### src/rtl/serial_pkg.sv
// serial_pkg: shared constants for the serial device (receiver, transmitter, FIFOs).
package serial_pkg;
    localparam int BYTE_W        = 8;
    localparam int RX_FIFO_DEPTH = 8;
endpackage

### src/rtl/serial_rx_fifo_if.sv
// serial_rx_fifo_if: receiver-side capture and consumer read port of the receive FIFO.
interface serial_rx_fifo_if
    import serial_pkg::*;
#(
    parameter int DEPTH = RX_FIFO_DEPTH
);
    localparam int PTR_W = $clog2(DEPTH);
    logic [BYTE_W-1:0] rx_data;
    logic              rx_finished;
    logic              rd_en;
    logic              clr_overflow;
    logic [BYTE_W-1:0] rd_data;
    logic              empty;
    logic              full;
    logic [PTR_W:0]    count;
    logic              overflow;
    modport master (
        output rx_data, rx_finished, rd_en, clr_overflow,
        input  rd_data, empty, full, count, overflow
    );
    modport slave (
        input  rx_data, rx_finished, rd_en, clr_overflow,
        output rd_data, empty, full, count, overflow
    );
endinterface

### src/rtl/serial_rx_fifo_sync_fifo.sv
// sync_fifo: show-ahead synchronous FIFO with explicit count; a pop on a full queue frees room
// for a simultaneous push.
module sync_fifo #(
    parameter  int W     = 8,
    parameter  int DEPTH = 8,
    localparam int PTR_W = $clog2(DEPTH)
) (
    input  logic           clk,
    input  logic           reset,
    input  logic           push_i,
    input  logic           pop_i,
    input  logic [W-1:0]   wdata_i,
    output logic [W-1:0]   rdata_o,
    output logic           empty_o,
    output logic           full_o,
    output logic [PTR_W:0] count_o
);
    logic [W-1:0]     mem_q [DEPTH];
    logic [PTR_W-1:0] wr_ptr_q, wr_ptr_d, rd_ptr_q, rd_ptr_d;
    logic [PTR_W:0]   count_q, count_d;
    logic             pop, wr;

    assign empty_o = count_q == '0;
    assign full_o  = count_q == (PTR_W+1)'(DEPTH);
    assign count_o = count_q;
    assign rdata_o = empty_o ? '0 : mem_q[rd_ptr_q];

    always_comb begin
        pop      = pop_i & ~empty_o;
        wr       = push_i & (~full_o | pop);
        wr_ptr_d = wr_ptr_q + PTR_W'(wr);
        rd_ptr_d = rd_ptr_q + PTR_W'(pop);
        count_d  = count_q + (PTR_W+1)'(wr) - (PTR_W+1)'(pop);
    end

    always_ff @(posedge clk) begin
        if (!reset) begin
            wr_ptr_q <= '0;
            rd_ptr_q <= '0;
            count_q  <= '0;
        end else begin
            wr_ptr_q <= wr_ptr_d;
            rd_ptr_q <= rd_ptr_d;
            count_q  <= count_d;
        end
    end

    always_ff @(posedge clk) begin
        if (reset && wr) mem_q[wr_ptr_q] <= wdata_i;
    end
endmodule

### src/rtl/serial_rx_fifo.sv
// serial_rx_fifo: captures a byte on each rising edge of the receiver's finished level and
// queues it; drops bytes into a sticky overflow flag since the receiver cannot be stalled.
module serial_rx_fifo
    import serial_pkg::*;
#(
    parameter int DEPTH = RX_FIFO_DEPTH
) (
    input logic             clk,
    input logic             reset,
    serial_rx_fifo_if.slave bus
);
    logic fin_q, push, drop;
    logic overflow_q, overflow_d;

    // fin_q resets high so a receiver idling with finished asserted does not push.
    always_comb begin
        push       = bus.rx_finished & ~fin_q;
        drop       = push & bus.full & ~bus.rd_en;
        overflow_d = drop | (overflow_q & ~bus.clr_overflow);
    end

    always_ff @(posedge clk) begin
        if (!reset) begin
            fin_q      <= 1'b1;
            overflow_q <= 1'b0;
        end else begin
            fin_q      <= bus.rx_finished;
            overflow_q <= overflow_d;
        end
    end

    assign bus.overflow = overflow_q;

    sync_fifo #(.W(BYTE_W), .DEPTH(DEPTH)) u_fifo (
        .clk     (clk),
        .reset   (reset),
        .push_i  (push),
        .pop_i   (bus.rd_en),
        .wdata_i (bus.rx_data),
        .rdata_o (bus.rd_data),
        .empty_o (bus.empty),
        .full_o  (bus.full),
        .count_o (bus.count)
    );
endmodule

### src/flat_wrapper.sv
// flat-port wrapper written by rule: the top's interface ports become plain ports
module serial_rx_fifo_flat import serial_pkg::*;
#(
    parameter int DEPTH = RX_FIFO_DEPTH
)
  (clk, reset, bus_rx_data, bus_rx_finished, bus_rd_en, bus_clr_overflow, bus_rd_data, bus_empty, bus_full, bus_count, bus_overflow);
  serial_rx_fifo_if #(.DEPTH(DEPTH)) bus_i ();
  input logic clk;
  input logic reset;
  input wire logic [$bits(bus_i.rx_data)-1:0] bus_rx_data;
  input wire logic [$bits(bus_i.rx_finished)-1:0] bus_rx_finished;
  input wire logic [$bits(bus_i.rd_en)-1:0] bus_rd_en;
  input wire logic [$bits(bus_i.clr_overflow)-1:0] bus_clr_overflow;
  output wire logic [$bits(bus_i.rd_data)-1:0] bus_rd_data;
  output wire logic [$bits(bus_i.empty)-1:0] bus_empty;
  output wire logic [$bits(bus_i.full)-1:0] bus_full;
  output wire logic [$bits(bus_i.count)-1:0] bus_count;
  output wire logic [$bits(bus_i.overflow)-1:0] bus_overflow;
  assign bus_i.rx_data = bus_rx_data;
  assign bus_i.rx_finished = bus_rx_finished;
  assign bus_i.rd_en = bus_rd_en;
  assign bus_i.clr_overflow = bus_clr_overflow;
  assign bus_rd_data = bus_i.rd_data;
  assign bus_empty = bus_i.empty;
  assign bus_full = bus_i.full;
  assign bus_count = bus_i.count;
  assign bus_overflow = bus_i.overflow;
  serial_rx_fifo #(.DEPTH(DEPTH)) u_core (.clk(clk), .reset(reset), .bus(bus_i));
endmodule
### config.mk
export PLATFORM = sky130hd
export DESIGN_NAME = serial_rx_fifo_flat
export DESIGN_NICKNAME = d
export VERILOG_FILES = /design/src/rtl/serial_pkg.sv /design/src/rtl/serial_rx_fifo_if.sv /design/src/rtl/serial_rx_fifo_sync_fifo.sv /design/src/rtl/serial_rx_fifo.sv /design/src/flat_wrapper.sv
export SDC_FILE = /design/constraint.sdc
export NUM_CORES = 1
export LEC_CHECK = 0
export CAP_MARGIN = 40
export CORE_ASPECT_RATIO = 1.1
export CORE_UTILIZATION = 28
export CTS_CLUSTER_DIAMETER = 50
export DETAILED_ROUTE_END_ITERATION = 8
export HOLD_SLACK_MARGIN = 0.06
export PLACE_DENSITY = 0.44
export SETUP_SLACK_MARGIN = 0.2
export SLEW_MARGIN = 10
export SYNTH_ARGS = -nofsm -noshare
export SYNTH_HDL_FRONTEND = slang
export SYNTH_SLANG_ARGS = --single-unit
### constraint.sdc
create_clock -name clk -period 3.5 [get_ports clk]
set_input_delay 0.525 -clock clk [delete_from_list [all_inputs] [get_ports clk]]
set_output_delay 0.525 -clock clk [all_outputs]
set_load 0.02 [all_outputs]
## Yosys cells after proc, flatten, opt, wreduce, memory -nomap -nowiden

Memory sizes are Yosys's and may differ from the RTL's. A register that Yosys moved wholly into a read port is not among the register bits.
Cells that the tools add are included.

| word-level totals | value |
|---|---|
| register bits | 12 |
| bits in latches | 0 |
| bits in writable memories | 64 |
| bits in read-only memories | 0 |
| output and inout port bits | 15 |
| memories | 1 |

Memories:

| name | depth | width | rd ports | clocked after memory_dff | write ports | line | text |
|---|---|---|---|---|---|---|---|
| u_core.u_fifo.mem_q | 8 | 8 | 1 | 1 | 1 | serial_rx_fifo_sync_fifo.sv:18 | `logic [W-1:0] mem_q [DEPTH];` |

| cells by class | value |
|---|---|
| $add $sub $neg | 4 |
| $mul | 0 |
| divide/modulo/power cells | 0 |
| $lt $le $gt $ge | 0 |
| equal/unequal tests | 1 |
| shift-type cells | 0 |
| multiplexer cells | 4 |
| bitwise gates (word level) | 13 |
| reduce and logical (&&, ||, !) cells | 2 |

Operator list:

| cell | number |
|---|---|
| 8-bit two-way mux | 1 |
| 3-bit by 1-bit adder with 3-bit output | 2 |
| 1-bit AND | 6 |
| 1-bit inverter | 5 |
| 4-bit by 1-bit adder with 4-bit output | 1 |
| 4-bit == test (second input constant) | 1 |
| 4-bit zero test | 1 |
| 4-bit by 1-bit subtractor with 4-bit output | 1 |
| 3-bit two-way mux | 1 |
| 1-bit two-way mux | 2 |
| 1-bit bitwise OR | 2 |
| 1-bit logical AND | 1 |

## Depth between registers and ports, before layout

| logic depth | value |
|---|---|
| depth after elaboration | 8 |
| depth in mapped cells | 10 |
| depth with buffers taken out | 9 |

## By module

A second synthesis with hierarchy kept.

| unflattened totals | value |
|---|---|
| cell total of the unflattened synthesis | 204 |
| area total of the unflattened synthesis | 3249.4 sq um |

Modules (own cells, without submodules):

| module | times used | cells each | area each (sq um) | seq. area each (sq um) |
|---|---|---|---|---|
| sync_fifo | 1 | 197 | 3170.5 | 2122.0 |
| serial_rx_fifo | 1 | 7 | 78.8 | 40.0 |

## Worst setup path after synthesis

OpenSTA, ideal clock, no wires.

| timing path | value |
|---|---|
| kind | register to register |
| from | register u_core.u_fifo.count_q[2] (netlist: u_core.u_fifo.count_o[2]) |
| to | memory u_core.u_fifo.mem_q[2][0] (enable) |
| setup time | 395 ps |
| arrival time | 1950 ps |
| required time | 3105 ps |
| path slack | 1156 ps |
| stages on the path, launching flop included | 6 |
| buffers on the path | 0 |
| cells stage by stage | dfxtp_1 -> inv_1 -> ha_1 -> and2b_1 -> o21ai_4 -> nor4_1 |

| between the ends | value |
|---|---|
| word-level cells in the longest chain between the ends | 8 |

RTL lines:

| element | line | text |
|---|---|---|
| start, declared | serial_rx_fifo_sync_fifo.sv:20 | `logic [PTR_W:0] count_q, count_d;` |
| start signal, assigned | serial_rx_fifo_sync_fifo.sv:44 | `count_q <= count_d;` |
| 4-bit zero test | serial_rx_fifo_sync_fifo.sv:23 | `assign empty_o = count_q == '0;` |
| 1-bit inverter | serial_rx_fifo_sync_fifo.sv:29 | `pop = pop_i & ~empty_o;` |
| 1-bit AND | serial_rx_fifo_sync_fifo.sv:29 |  |
| 1-bit bitwise OR * | serial_rx_fifo_sync_fifo.sv:30 | `wr = push_i & (~full_o \| pop);` |
| 1-bit AND * | serial_rx_fifo_sync_fifo.sv:30 |  |
| 1-bit logical AND * | serial_rx_fifo_sync_fifo.sv:49 | `if (reset && wr) mem_q[wr_ptr_q] <= wdata_i;` |
| 1-bit two-way mux * | serial_rx_fifo_sync_fifo.sv:49 |  |
| 1-bit two-way mux (not written as such) * | serial_rx_fifo_sync_fifo.sv:49 |  |
| end, declared | serial_rx_fifo_sync_fifo.sv:18 |  |

Every way passes the cells marked *; elsewhere a longest branch is shown, timed or not.

==> impl_metrics.csv <==
group,metric,value,unit
status,outcome,"finished, final reports clean",
route,drc,0,
cts,cts-root-buf,"clkbuf_16",
route,wl_per_cell,16.7,um
yosys,synth_edf_count,64,
timing,hold_ws,0.601,ns
yosys,ys_ff_latch,76,
global_routing,grt_usage,12.2,%
critical_path,reg2reg_slack,0.96,ns
cts,hold_buffers,0,
route,viasPerCell,4.48,
critical_path,slowest_delay,0.64,ns
global_routing,grt_pass1_wl,10300,um
timing,grt_setup_unrepaired,"false",
critical_path,critPathTopFamily,"buffers and inverters",
yosys,yosys_warnings,0,
floorplanning,die_y,115,um
critical_path,critical_path_class,"register to output port",
power_and_ir_drop,vdd_drop_max,0.207,mV
yosys,synth.cell_area,3220,um^2
global_routing,antenna_found_initial,0,
yosys,synthCells,204,
timing,max_freq,345,MHz
critical_path,arrival,2.37,ns
critical_path,end_kind,"output port",
critical_path,crit_path_cell_trace,"buf_12 > mux2i_1 > a22oi_1 > and3_1 > clkdlybuf4s50_1",
min_path,hold_class,"register to register",
route,vias,1801,
floorplanning,rows,40,
cts,cts_max_level,3,
yosys,synth_ff_type,"edfxtp_1",
critical_path,worstPathRequired,2.97,ns
timing,skew,0.00334,ns
finish,antennaDiodeCount,0,
finish,final_common_cell,"edfxtp_1",
floorplanning,io_pins,28,
timing,period_share,82.8,%
cts,cts_tree,"done",
timing,setup_tns,0,ns
global_routing,grt_max_degree,21,
floorplanning,fp.dieW,104,um
power_and_ir_drop,p_per_area,715,nW/um^2
route,drtIter0Drc,62,
power_and_ir_drop,p_leak,1.40,nW
cts,cts_buffer_depth,2,
timing,hold_viol_final,0,
cts,cts_buffers,9,
floorplanning,core_area,11100,um^2
critical_path,cp_max_fo,20,
cts,cts.sinks,76,
floorplanning,start_util,29.1,%
timing,setup_violations,0,
yosys,yosysSeqAreaShare,67.1,%
cts,clk_pin_slew,0.06,ns
placed_design,gp_congestion,0.656,
critical_path,slowest_stage,"dfxtp_2",
placed_design,dpl.hpwl,4420,um
timing,worstMarginPinSlew,0.586,ns
timing,drv_slew,0,
finish,layout_common_cells,"edfxtp_1, mux2i_1, clkdlybuf4s50_1",
flow_run,cap_violations,0,
route,firstDrtPassIters,4,
timing,relSlewSlack,60.9,%
floorplanning,die_area,11900,um^2
yosys,synth_nets,227,
placed_design,portBuffers,27,
finish,nNetsFinal,273,
route,drt.antenna.violating_nets,0,
global_routing,grt-ovfl-total,0,
finish,finalCoreUtilization,36.6,%
critical_path,crit_buf_inv,2,
cts,cts_setup_buffers,0,
timing,period_minus_slack,2.90,ns
yosys,async_flop_share,0,%
route,wl,6700,um
critical_path,start_kind,"register",
yosys,syn_avg_cell_area,15.8,um^2
global_routing,grt_pass1_vias,1820,
cts,worstSkewPairLatency,0.33,ns
finish,area.growth.synth_to_final,25.8,%
cts,cts_resized,0,
yosys,synth.distinct_cells,36,
finish,drive_gt1_share,15.7,%
Yosys cell counts, types with 2 or more instances:
cell type,count,area (um^2)
edfxtp_1,64,1920
mux2i_1,33,330
a22oi_1,16,120
and2_1,12,75.1
dfxtp_1,12,240
ha_1,9,113
and3_1,8,50.1
inv_1,5,18.8
nor2_1,4,15.0
nor3_1,4,20.0
xor2_1,3,26.3
and2b_1,2,15.0
buf_12,2,40.0
buf_6,2,22.5
inv_2,2,7.51
nand2_1,2,7.51
nand2b_1,2,12.5
nand3_1,2,10.0
nor2b_1,2,12.5
or3b_1,2,17.5
cell families (layout without fill, tap and decap cells):
family | after synthesis | in the layout | synth area share, %
adders and majority gates | 10 | 10 | 4.12
and+or+nand+nor | 44 | 44 | 8.50
DFF | 76 | 76 | 67.1
muxes | 33 | 33 | 10.3
AOI/OAI and AO/OA | 22 | 22 | 5.67
buffers and inverters | 16 | 67 | 3.53
xor gates and xnor gates | 3 | 3 | 0.816
registers in the layout, summed over array words and instances (netlist names):
name / flops
u_core.bus.overflow: 1
u_core.fin_q: 1
u_core.u_fifo.count_o: 4
u_core.u_fifo.mem_q: 64
u_core.u_fifo.rd_ptr_q: 3
u_core.u_fifo.wr_ptr_q: 3
cell type report:
class	instances	area [um^2]
clock inverter	6	87.6
clock buffer	10	229
sequential	76	2160
timing repair buffer	44	410
multi-input combinational	112	952
tap	147	184
inverter	7	26.3
fill	1068	7010
worst min-delay path, stage by stage, from the launching register on:
cell and delay (ns):
dfxtp_1 0.32, inv_1 0.05, o32ai_2 0.07, and2_1 0.13
final timing paths:
check                           depth (start not counted)                                 start                                   to
worst max register to register                          9   u_core.u_fifo.count_o[2]$_SDFF_PN0_  u_core.u_fifo.count_o[2]$_SDFF_PN0_
worst max-delay path                                    5  u_core.u_fifo.rd_ptr_q[1]$_SDFF_PN0_                       bus_rd_data[6]
worst min-delay path                                    3        u_core.bus.overflow$_SDFF_PN0_       u_core.bus.overflow$_SDFF_PN0_
worst min register to register                          3        u_core.bus.overflow$_SDFF_PN0_       u_core.bus.overflow$_SDFF_PN0_
where the power goes:
part	internal, W	total, W	switching [W]
Combinational	0.000412	0.000851	0.000439
Clock	0.000624	0.000981	0.000357
Sequential	0.00102	0.00107	0.0000500
routing by layer:
| metal | vias up | GRT usage (%) | wire length (um) |
|---|---|---|---|
| met5 | - | 0 | 0 |
| met4 | 0 | 7.71 | 190 |
| met3 | 12 | 2.45 | 151 |
| met2 | 29 | 19.3 | 3200 |
| met1 | 892 | 15.4 | 3160 |
| li1 | 868 | - | - |
stage by stage:
stage	area [um^2]	std cells	power (W)	setup slack, ns
floorplan	3220	204	0.00161	1.16
global placement	3730	385	0.00196	0.848
detailed placement	3740	386	0.00195	0.867
CTS	4050	402	0.00295	0.514
global route	4050	402	0.00304	0.468
finish	4050	402	0.00290	0.601
Power figures use the tool's default switching activity.
